**src/rtl/pkg_lobinho.sv**
```systemverilog
// rtl/pkg_lobinho.sv - shared parameters and state encoding for the werewolf game datapath
package pkg_lobinho;

    localparam int N_JOG_PADRAO = 8;
    localparam int W_JOG_PADRAO = 3;

    // Codes are also decoded by the 7-seg debug display, keep them stable
    localparam logic [3:0] COD_OCIOSO      = 4'd0;
    localparam logic [3:0] COD_ZERA        = 4'd1;
    localparam logic [3:0] COD_PROCURA     = 4'd2;
    localparam logic [3:0] COD_ESPERA_VOTO = 4'd3;
    localparam logic [3:0] COD_REGISTRA    = 4'd4;
    localparam logic [3:0] COD_AVANCA      = 4'd5;
    localparam logic [3:0] COD_APURA       = 4'd6;
    localparam logic [3:0] COD_RESULTADO   = 4'd7;
    localparam logic [3:0] COD_INVALIDO    = 4'hF;

    typedef enum logic [3:0] {
        OCIOSO      = COD_OCIOSO,
        ZERA        = COD_ZERA,
        PROCURA     = COD_PROCURA,
        ESPERA_VOTO = COD_ESPERA_VOTO,
        REGISTRA    = COD_REGISTRA,
        AVANCA      = COD_AVANCA,
        APURA       = COD_APURA,
        RESULTADO   = COD_RESULTADO
    } estado_t;

endpackage

```
**src/rtl/controle_votacao_dia_if.sv**
```systemverilog
// rtl/controle_votacao_dia_if.sv - control/vote/result signals between the main control unit and the day vote scheduler
interface votacao_if
    import pkg_lobinho::*;
#(
    parameter int N_JOG = N_JOG_PADRAO,
    parameter int W_JOG = W_JOG_PADRAO
);
    logic             iniciar;
    logic [N_JOG-1:0] vivos;
    logic             passa;
    logic [W_JOG-1:0] alvo;
    logic [W_JOG-1:0] jogador_atual;
    logic             espera_voto;
    logic             erro_voto;
    logic [W_JOG-1:0] eliminado;
    logic             houve_eliminacao;
    logic             empate;
    logic             fim;
    logic [3:0]       db_estado;

    modport master (
        output iniciar, vivos, passa, alvo,
        input  jogador_atual, espera_voto, erro_voto, eliminado,
               houve_eliminacao, empate, fim, db_estado
    );

    modport slave (
        input  iniciar, vivos, passa, alvo,
        output jogador_atual, espera_voto, erro_voto, eliminado,
               houve_eliminacao, empate, fim, db_estado
    );
endinterface

```
**src/rtl/contador_votos.sv**
```systemverilog
// rtl/contador_votos.sv - per-player vote tally with clear, increment-by-index and indexed read
module contador_votos #(
    parameter int N_JOG = 8,
    parameter int W_JOG = 3
) (
    input  logic             clock,
    input  logic             reset,
    input  logic             limpa,
    input  logic             incrementa,
    input  logic [W_JOG-1:0] indice_inc,
    input  logic [W_JOG-1:0] indice_leitura,
    output logic [W_JOG:0]   valor
);
    // One extra bit: a player can receive at most N_JOG votes
    logic [W_JOG:0] cont [N_JOG];

    always_ff @(posedge clock or posedge reset) begin
        if (reset) begin
            for (int i = 0; i < N_JOG; i++) cont[i] <= '0;
        end else if (limpa) begin
            for (int i = 0; i < N_JOG; i++) cont[i] <= '0;
        end else if (incrementa) begin
            cont[indice_inc] <= cont[indice_inc] + (W_JOG+1)'(1);
        end
    end

    assign valor = cont[indice_leitura];

endmodule

```
**src/rtl/controle_votacao_dia.sv**
```systemverilog
// rtl/controle_votacao_dia.sv - day-phase vote scheduler: collects one vote per living player and finds the unique maximum
module controle_votacao_dia
    import pkg_lobinho::*;
#(
    parameter int N_JOG = N_JOG_PADRAO,
    parameter int W_JOG = W_JOG_PADRAO
) (
    input logic     clock,
    input logic     reset,
    votacao_if.slave bus
);
    estado_t          estado, proximo;
    logic [W_JOG-1:0] idx, prox_idx, alvo_r, cand, cand_n, eliminado_r;
    logic [N_JOG-1:0] vivos_r;
    logic [W_JOG:0]   max_r, max_n, cont_rd;
    logic             empate_r, empate_n, erro_voto_r, houve_r, empate_o;
    logic             ultimo, alvo_invalido, maior, igual;

    contador_votos #(.N_JOG(N_JOG), .W_JOG(W_JOG)) u_contador (
        .clock          (clock),
        .reset          (reset),
        .limpa          (estado == ZERA),
        .incrementa     (estado == REGISTRA),
        .indice_inc     (alvo_r),
        .indice_leitura (idx),
        .valor          (cont_rd)
    );

    assign ultimo        = (idx == W_JOG'(N_JOG - 1));
    assign prox_idx      = ultimo ? '0 : idx + W_JOG'(1);
    assign alvo_invalido = ({1'b0, bus.alvo} >= (W_JOG+1)'(N_JOG)) || !vivos_r[bus.alvo];

    // Scan step: a strictly larger tally takes over and clears any pending tie
    assign maior    = (cont_rd > max_r);
    assign igual    = (cont_rd == max_r) && (max_r != '0);
    assign max_n    = maior ? cont_rd : max_r;
    assign cand_n   = maior ? idx : cand;
    assign empate_n = maior ? 1'b0 : (igual ? 1'b1 : empate_r);

    always_ff @(posedge clock or posedge reset) begin
        if (reset) estado <= OCIOSO;
        else       estado <= proximo;
    end

    always_comb begin
        proximo         = estado;
        bus.espera_voto = 1'b0;
        bus.fim         = 1'b0;
        bus.db_estado   = estado;
        case (estado)
            OCIOSO:      if (bus.iniciar) proximo = ZERA;
            ZERA:        proximo = PROCURA;
            PROCURA: begin
                if (vivos_r[idx]) proximo = ESPERA_VOTO;
                else if (ultimo)  proximo = APURA;
            end
            ESPERA_VOTO: begin
                bus.espera_voto = 1'b1;
                if (bus.passa && !alvo_invalido) proximo = REGISTRA;
            end
            REGISTRA:    proximo = AVANCA;
            AVANCA:      proximo = ultimo ? APURA : PROCURA;
            APURA:       if (ultimo) proximo = RESULTADO;
            RESULTADO: begin
                bus.fim = 1'b1;
                if (bus.iniciar) proximo = ZERA;
            end
            default: begin
                proximo       = OCIOSO;
                bus.db_estado = COD_INVALIDO;
            end
        endcase
    end

    always_ff @(posedge clock or posedge reset) begin
        if (reset) begin
            idx         <= '0;
            vivos_r     <= '0;
            alvo_r      <= '0;
            max_r       <= '0;
            cand        <= '0;
            empate_r    <= 1'b0;
            erro_voto_r <= 1'b0;
            eliminado_r <= '0;
            houve_r     <= 1'b0;
            empate_o    <= 1'b0;
        end else begin
            erro_voto_r <= 1'b0;
            case (estado)
                OCIOSO, RESULTADO: if (bus.iniciar) vivos_r <= bus.vivos;
                ZERA: begin
                    idx         <= '0;
                    max_r       <= '0;
                    cand        <= '0;
                    empate_r    <= 1'b0;
                    eliminado_r <= '0;
                    houve_r     <= 1'b0;
                    empate_o    <= 1'b0;
                end
                PROCURA: if (!vivos_r[idx]) idx <= prox_idx;
                ESPERA_VOTO: if (bus.passa) begin
                    alvo_r      <= bus.alvo;
                    erro_voto_r <= alvo_invalido;
                end
                AVANCA: idx <= prox_idx;
                APURA: begin
                    max_r    <= max_n;
                    cand     <= cand_n;
                    empate_r <= empate_n;
                    idx      <= prox_idx;
                    // Zero maximum means nobody voted: reported as a tie
                    if (ultimo) begin
                        if (max_n == '0 || empate_n) begin
                            houve_r  <= 1'b0;
                            empate_o <= 1'b1;
                        end else begin
                            houve_r     <= 1'b1;
                            eliminado_r <= cand_n;
                            empate_o    <= 1'b0;
                        end
                    end
                end
                default: ;
            endcase
        end
    end

    assign bus.jogador_atual    = idx;
    assign bus.erro_voto        = erro_voto_r;
    assign bus.eliminado        = eliminado_r;
    assign bus.houve_eliminacao = houve_r;
    assign bus.empate           = empate_o;

endmodule

```
**src/flat_wrapper.sv**
```systemverilog
// flat-port wrapper written by rule: the top's interface ports become plain ports
module controle_votacao_dia_flat import pkg_lobinho::*;
#(
    parameter int N_JOG = N_JOG_PADRAO,
    parameter int W_JOG = W_JOG_PADRAO
)
  (clock, reset, bus_iniciar, bus_vivos, bus_passa, bus_alvo, bus_jogador_atual, bus_espera_voto, bus_erro_voto, bus_eliminado, bus_houve_eliminacao, bus_empate, bus_fim, bus_db_estado);
  votacao_if #(.N_JOG(N_JOG), .W_JOG(W_JOG)) bus_i ();
  input logic clock;
  input logic reset;
  input wire logic [$bits(bus_i.iniciar)-1:0] bus_iniciar;
  input wire logic [$bits(bus_i.vivos)-1:0] bus_vivos;
  input wire logic [$bits(bus_i.passa)-1:0] bus_passa;
  input wire logic [$bits(bus_i.alvo)-1:0] bus_alvo;
  output wire logic [$bits(bus_i.jogador_atual)-1:0] bus_jogador_atual;
  output wire logic [$bits(bus_i.espera_voto)-1:0] bus_espera_voto;
  output wire logic [$bits(bus_i.erro_voto)-1:0] bus_erro_voto;
  output wire logic [$bits(bus_i.eliminado)-1:0] bus_eliminado;
  output wire logic [$bits(bus_i.houve_eliminacao)-1:0] bus_houve_eliminacao;
  output wire logic [$bits(bus_i.empate)-1:0] bus_empate;
  output wire logic [$bits(bus_i.fim)-1:0] bus_fim;
  output wire logic [$bits(bus_i.db_estado)-1:0] bus_db_estado;
  assign bus_i.iniciar = bus_iniciar;
  assign bus_i.vivos = bus_vivos;
  assign bus_i.passa = bus_passa;
  assign bus_i.alvo = bus_alvo;
  assign bus_jogador_atual = bus_i.jogador_atual;
  assign bus_espera_voto = bus_i.espera_voto;
  assign bus_erro_voto = bus_i.erro_voto;
  assign bus_eliminado = bus_i.eliminado;
  assign bus_houve_eliminacao = bus_i.houve_eliminacao;
  assign bus_empate = bus_i.empate;
  assign bus_fim = bus_i.fim;
  assign bus_db_estado = bus_i.db_estado;
  controle_votacao_dia #(.N_JOG(N_JOG), .W_JOG(W_JOG)) u_core (.clock(clock), .reset(reset), .bus(bus_i));
endmodule
```
**config.mk**
```make
export PLATFORM = sky130hd
export DESIGN_NAME = controle_votacao_dia_flat
export DESIGN_NICKNAME = d
export VERILOG_FILES = /design/src/rtl/pkg_lobinho.sv /design/src/rtl/controle_votacao_dia_if.sv /design/src/rtl/contador_votos.sv /design/src/rtl/controle_votacao_dia.sv /design/src/flat_wrapper.sv
export SDC_FILE = /design/constraint.sdc
export NUM_CORES = 1
export LEC_CHECK = 0
export ABC_AREA = 1
export ABC_CLOCK_PERIOD_IN_PS = 2350
export CORE_MARGIN = 2
export CORE_UTILIZATION = 58
export CTS_CLUSTER_DIAMETER = 150
export DETAILED_ROUTE_END_ITERATION = 7
export DONT_BUFFER_PORTS = 1
export PLACE_DENSITY = 0.88
export SYNTH_ARGS = -nofsm -noshare
export SYNTH_HDL_FRONTEND = slang
export SYNTH_SLANG_ARGS = --single-unit
```
**constraint.sdc**
```tcl
create_clock -name clock -period 2.35 [get_ports clock]
set_input_delay 0.235 -clock clock [delete_from_list [all_inputs] [get_ports clock]]
set_output_delay 0.235 -clock clock [all_outputs]
set_load 0.01 [all_outputs]
```
; ---- Word-level counts from Yosys, hierarchy flattened
; Cells that the tools add are included.
; W data, S select, Z words.
[classes]
muxes = 46
n_addsub = 2
bitwise_logic = 2
eq_ne = 15
n_lt_le_gt_ge = 6
n_reduce_logical = 20
[op_table]
columns = cell, n
row1 = $mux W32, 2
row2 = $mux W4, 12
row3 = $bwmux W32, 1
row4 = $pmux W4 S7, 1
row5 = $bmux W4 S3, 2
row6 = $mux W3, 6
row7 = $eq A4 B3 Y1 const B, 4
row8 = $demux W4 S3, 1
row9 = $mux W1, 12
row10 = $pmux W3 S2, 2
row11 = $pmux W3 S3, 1
row12 = $eq A4 B2 Y1 const B, 2
row13 = $ge A4 B4 Y1 const B, 2
row14 = $logic_not A4 Y1, 2
row15 = $lt A3 B4 Y1 const B, 2
row16 = $not A3 Y4, 2
row17 = $pmux W4 S2, 1
row18 = $reduce_and A2 Y1, 4
row19 = $reduce_or A8 Y1, 1
row20 = $bmux W1 S3, 2
row21 = $ne A2 B1 Y1 const B, 3
row22 = $pmux W1 S2, 3
row23 = $add A4 B1 Y4 const B, 1
row24 = $eq A4 B1 Y1 const B, 1
row25 = other kinds (16), 21
[totals]
output_inout_bits = 15
inputBits = 15
register_bits = 64
elab_cells = 110

; ---- Logic depth before layout (Yosys ltp)
[logic_depth]
ltp_word = 12
mapped_depth = 24
ltp_nobuf = 22

; ---- Modules after synthesis
; A second synthesis with hierarchy kept.
[unflattened]
cells_unflattened = 528
hier_area_um2 = 3978.8
[by_module_without_submodules]
columns = module, area_per_inst_um2, seq_area_each_um2, n_inst, cells_per_inst
row1 = contador_votos, 2167.1, 800.8, 1, 305
row2 = controle_votacao_dia, 1811.7, 775.7, 1, 223

; ---- Worst setup path before layout
; OpenSTA, ideal clock, no wires.
[synth_path]
path_kind = register to register
from = register u_core.idx[0] (netlist: u_core.bus.jogador_atual[0])
to = register u_core.eliminado_r[0] (netlist: u_core.bus.eliminado[0])
setup_time_ns = 0.117
period_less_slack_ns = 2.403
stages_incl_launch_ff = 22
slack_ns = -0.053
required_ns = 2.233
n_path_buf = 3
arrival_time_ns = 2.286
path_cell_list = dfrtp_1 -> buf_6 -> buf_6 -> o211ai_1 -> nand3_1 -> nand2_1 -> inv_1 -> ha_1 -> nand2_1 -> nor2_1 -> inv_1 -> nand2_1 -> buf_2 -> nand2_1 -> nand2_1 -> nor2_1 -> nand2_1 -> nand2_2 -> nand2_2 -> nand2_2 -> nand2_1 -> nand2_1
[synth_between]
elab_chain_len = 11
word_cells_on_any_way = 20
cone_classes = 1 x order compare / 4 x eq/ne / 10 x mux / 1 x bitwise / 4 x reduce/logical
[synth_rtl]
columns = item, line_no
row1 = from (decl), controle_votacao_dia.sv:13  ; logic [W_JOG-1:0] idx, prox_idx, alvo_r, cand, cand_n, eliminado_r;
row2 = from (signal assigned), controle_votacao_dia.sv:100  ; PROCURA: if (!vivos_r[idx]) idx <= prox_idx;
row3 = from (signal assigned), controle_votacao_dia.sv:105  ; AVANCA: idx <= prox_idx;
row4 = from (signal assigned), controle_votacao_dia.sv:110  ; idx <= prox_idx;
row5 = branches (longest 11 deep; another with $gt A4 B4 Y1), -
row6 = to (signal assigned), controle_votacao_dia.sv:118  ; eliminado_r <= cand_n;
row7 = to (decl), controle_votacao_dia.sv:13
; Several ways; the timed one is not identified. The select of a mux whose other input is x is not followed.
; A chain may end at the register's enable or synchronous reset.

; ---- Worst setup path in the final report
[layout_path]
from = register u_core.idx[0] (netlist: u_core.bus.jogador_atual[0])
to = register u_core.eliminado_r[2] (netlist: u_core.bus.eliminado[2])
; The elaborated chain is that of the path after synthesis.

==> results.ini <==
[die]
die_x_um=84.48
start_util=0.5949
fp.coreArea_sq_um=6314
dieArea_sq_um=7136
num_io_pins=30
die_h_um=84.48
num_rows=29

[finish]
nets=546
n_fill_cell=432
syn_to_final_growth_pct=21.49
num_antenna_cells=0
layout-drive-gt1-share=0.2708

[critical_path]
ff2ff_path_depth=21
timing.rr.start=u_core.bus.jogador_atual[0]
critical_path.top_delay_family=simple AND/OR/NAND/NOR gates
cp_slowest_stage_delay_ns=0.44
cpMaxStageDelayCell=dfrtp_2
crit_start=u_core.bus.jogador_atual[0]
rr_endpoint=u_core.bus.eliminado[2]
cp.depth=21
crit_chain=buf_12 -> buf_8 -> nand2_2 -> nand2_1 -> nand2_1 -> nand3_2 -> nand2_2 -> inv_2 -> ha_4 -> a21oi_2 -> nand2_1 -> nand2_4 -> nand2_1 -> nand2_1 -> nor2_2 -> nand2_1 -> nand2_2 -> nand2_4 -> nand2_4 -> nand2_1 -> nand2_1
ff2ff_setup_slack_ns=-0.36
critical_path_class=register to register
worst_setup_path_start_kind=register
cp_common_cell=nand2_1
cp.required_ns=2.60
crit_buf_inv=3
path_max_fanout=6
cp.arrival_ns=2.95
end_kind=register

[placement]
numPortBuffers=0
place_congestion=0.9913
dp_hpwl_mm=7.067
dp_slack_ns=-0.2088

[global_routing]
grt_use_total=0.3095
grt_max_degree=30
grt_pass1_wl_mm=17.22
antenna_found_initial=0
grt_pass1_vias=3669
overflow=0

[worst_hold_path]
worstHoldPathCells=1
worstHoldStart=bus_vivos[2]
hold-path-endpoint=u_core.vivos_r[2]
hold_class=input port to register

[detailed_routing]
drtIter0Drc=676
vias_per_cell=6.271
wl_per_cell_um=18.91
wirelength_mm=11.44
drcViolationCount=0
ant_nets=0
firstDrtPassIters=6
vias=3794

[status]
status=finished with violations
violations=setup timing

[sta]
timing.fmax_mhz=369.7
slew_viol_final=0
finalCritPeriodShare=1.151
fin_setup_tns_ns=-2.443
finalSetupViolCount=12
fin_skew_ns=0.01280
worst_slack_ns=-0.3552
rsz0062_at_grt=yes
fin_crit_ns=2.705
tightest_slew_ns=0.5325
hold_violations=0
maxSlewHeadroom=0.6418
fin_hold_ws_ns=0.03036

[logic_synthesis]
ys.warnings.count=0
syn-instance-count=488
synth_seq_cells=63
syn_area_per_cell_sq_um=7.697
syn_nets=510
synth_area_sq_um=3756
ys_seq_area_frac=0.4197
ys_types=34

[cts]
clock-root-buffer=clkbuf_8
clk_pin_slew_ns=0.07
htree_num_levels=3
clock_path_buffers=2
cts_tree=yes
cts.sinks=63
clk_latency_ns=0.36
cts_buffers=9

[flow_run]
drv_cap=0

[power]
power_density_nw_per_um2=1736
ir_drop_mv=1.228
p_leak_uw=0.002215

-- registers in the layout, summed over array words and instances, names as in the netlist --
name                         cells
u_core.max_r                     4
u_core.u_contador.cont          32
u_core.empate_r                  1
u_core.bus.jogador_atual         3
u_core.vivos_r                   8
u_core.bus.houve_eliminacao      1
u_core.bus.eliminado             3
u_core.bus.empate                1
u_core.alvo_r                    3
u_core.cand                      3
u_core.estado                    3
u_core.bus.erro_voto             1
-- how the worst max path moves through the flow --
| stage | endpoint | slack [ns] |
|---|---|---|
| after floorplan | u_core.bus.eliminado[0] | -0.002 |
| after global placement | u_core.bus.eliminado[1] | -0.05 |
| after detailed placement | u_core.bus.eliminado[1] | -0.21 |
| after CTS | u_core.bus.eliminado[1] | -0.09 |
| after global routing | u_core.bus.eliminado[0] | -0.50 |
| final | u_core.bus.eliminado[2] | -0.36 |
-- what timing repair did --
item,in CTS,in global routing
resized for setup,25,46
pin swaps,6,21
setup buffers,13,3
cloned,1,0
hold buffers,1,0
endpoints found under the setup margin,6,13
hold endpoints to repair,16,0
-- layer usage --
| layer | vias to the layer above | track usage | part of all wire |
|---|---|---|---|
| met3 | 81 | 0.06686 | 0.11 |
| met2 | 304 | 0.4942 | 0.46 |
| met4 | 0 | 0.1962 | 0.060 |
| met1 | 1749 | 0.3825 | 0.37 |
| met5 | - | 0 | 0 |
| li1 | 1660 | - | - |
-- per-stage QoR --
| stage | power (uW) | std cells | utilization | cell area (sq um) |
|---|---|---|---|---|
| after detailed placement | 5152 | 572 | 0.6237 | 3938 |
| after global routing | 8309 | 605 | 0.7228 | 4563 |
| after CTS | 6884 | 602 | 0.6904 | 4359 |
| after global placement | 4979 | 572 | 0.6237 | 3938 |
| final | 7922 | 605 | 0.7228 | 4563 |
| after floorplan | 4315 | 488 | - | 3762 |
-- Yosys cell counts --
master	instances	area [sq um]
a21oi_1	17	85.08
a21oi_2	2	17.52
buf_2	6	30.03
buf_4	1	7.510
buf_6	5	56.30
clkbuf_1	3	11.26
clkinv_1	1	3.750
clkinv_2	1	5.000
clkinv_4	1	8.760
conb_1	1	3.750
dfrtp_1	63	1577
ha_1	7	87.58
inv_1	76	285.3
inv_2	4	15.01
inv_6	1	8.760
mux2_2	4	45.04
nand2_1	109	409.1
nand2_2	4	25.02
nand2_4	2	22.52
nand3_1	42	210.2
nand3_2	9	90.09
nand3_4	1	17.52
nand4_1	1	6.260
nand4_4	2	42.54
nor2_1	43	161.4
nor2_2	6	37.54
nor4_1	2	12.51
o211ai_1	5	37.54
o211ai_4	1	21.27
o21ai_0	20	100.1
o21ai_1	8	40.04
o21bai_1	3	22.52
o22ai_1	36	225.2
xor2_4	1	27.53
-- cells in the final DEF, fill, tap and decap left out, drive strengths merged, types with 4 or more instances in the layout --
cell and n:
clkbuf 11, ha 7, mux2 4, nand3 52, dfrtp 63, buf 39, a21oi 19, inv 80
o22ai 36, nor2 49, clkinv 6, nand2 115, o21ai 28, o211ai 6
-- cells by family after synthesis --
kind of cell / synth area share
simple gates: 0.2755
buf+inv: 0.1149
compound gates: 0.1462
flops: 0.4197
fa+ha+maj: 0.02332
mux: 0.01199
other cells: 0.0009984
xor+xnor: 0.007329
-- power by group --
part | switching (uW) | internal, uW
Combinational | 3260 | 1910
Sequential | 310 | 1390
Clock | 431 | 617
Total | 4000 | 3920
-- layout make-up --
type | instances | area (sq um) | share of cell area
well taps | 77 | 96.34 | 0.02111
clock inverters | 4 | 70.07 | 0.01536
repair buffers | 40 | 362.8 | 0.07952
multi-input cells | 326 | 1978 | 0.4335
inverters | 84 | 336.6 | 0.07376
flip-flops and latches | 63 | 1578 | 0.3458
clock buffers | 11 | 141.4 | 0.03098
No activity file was read; power rests on OpenSTA's default activity.
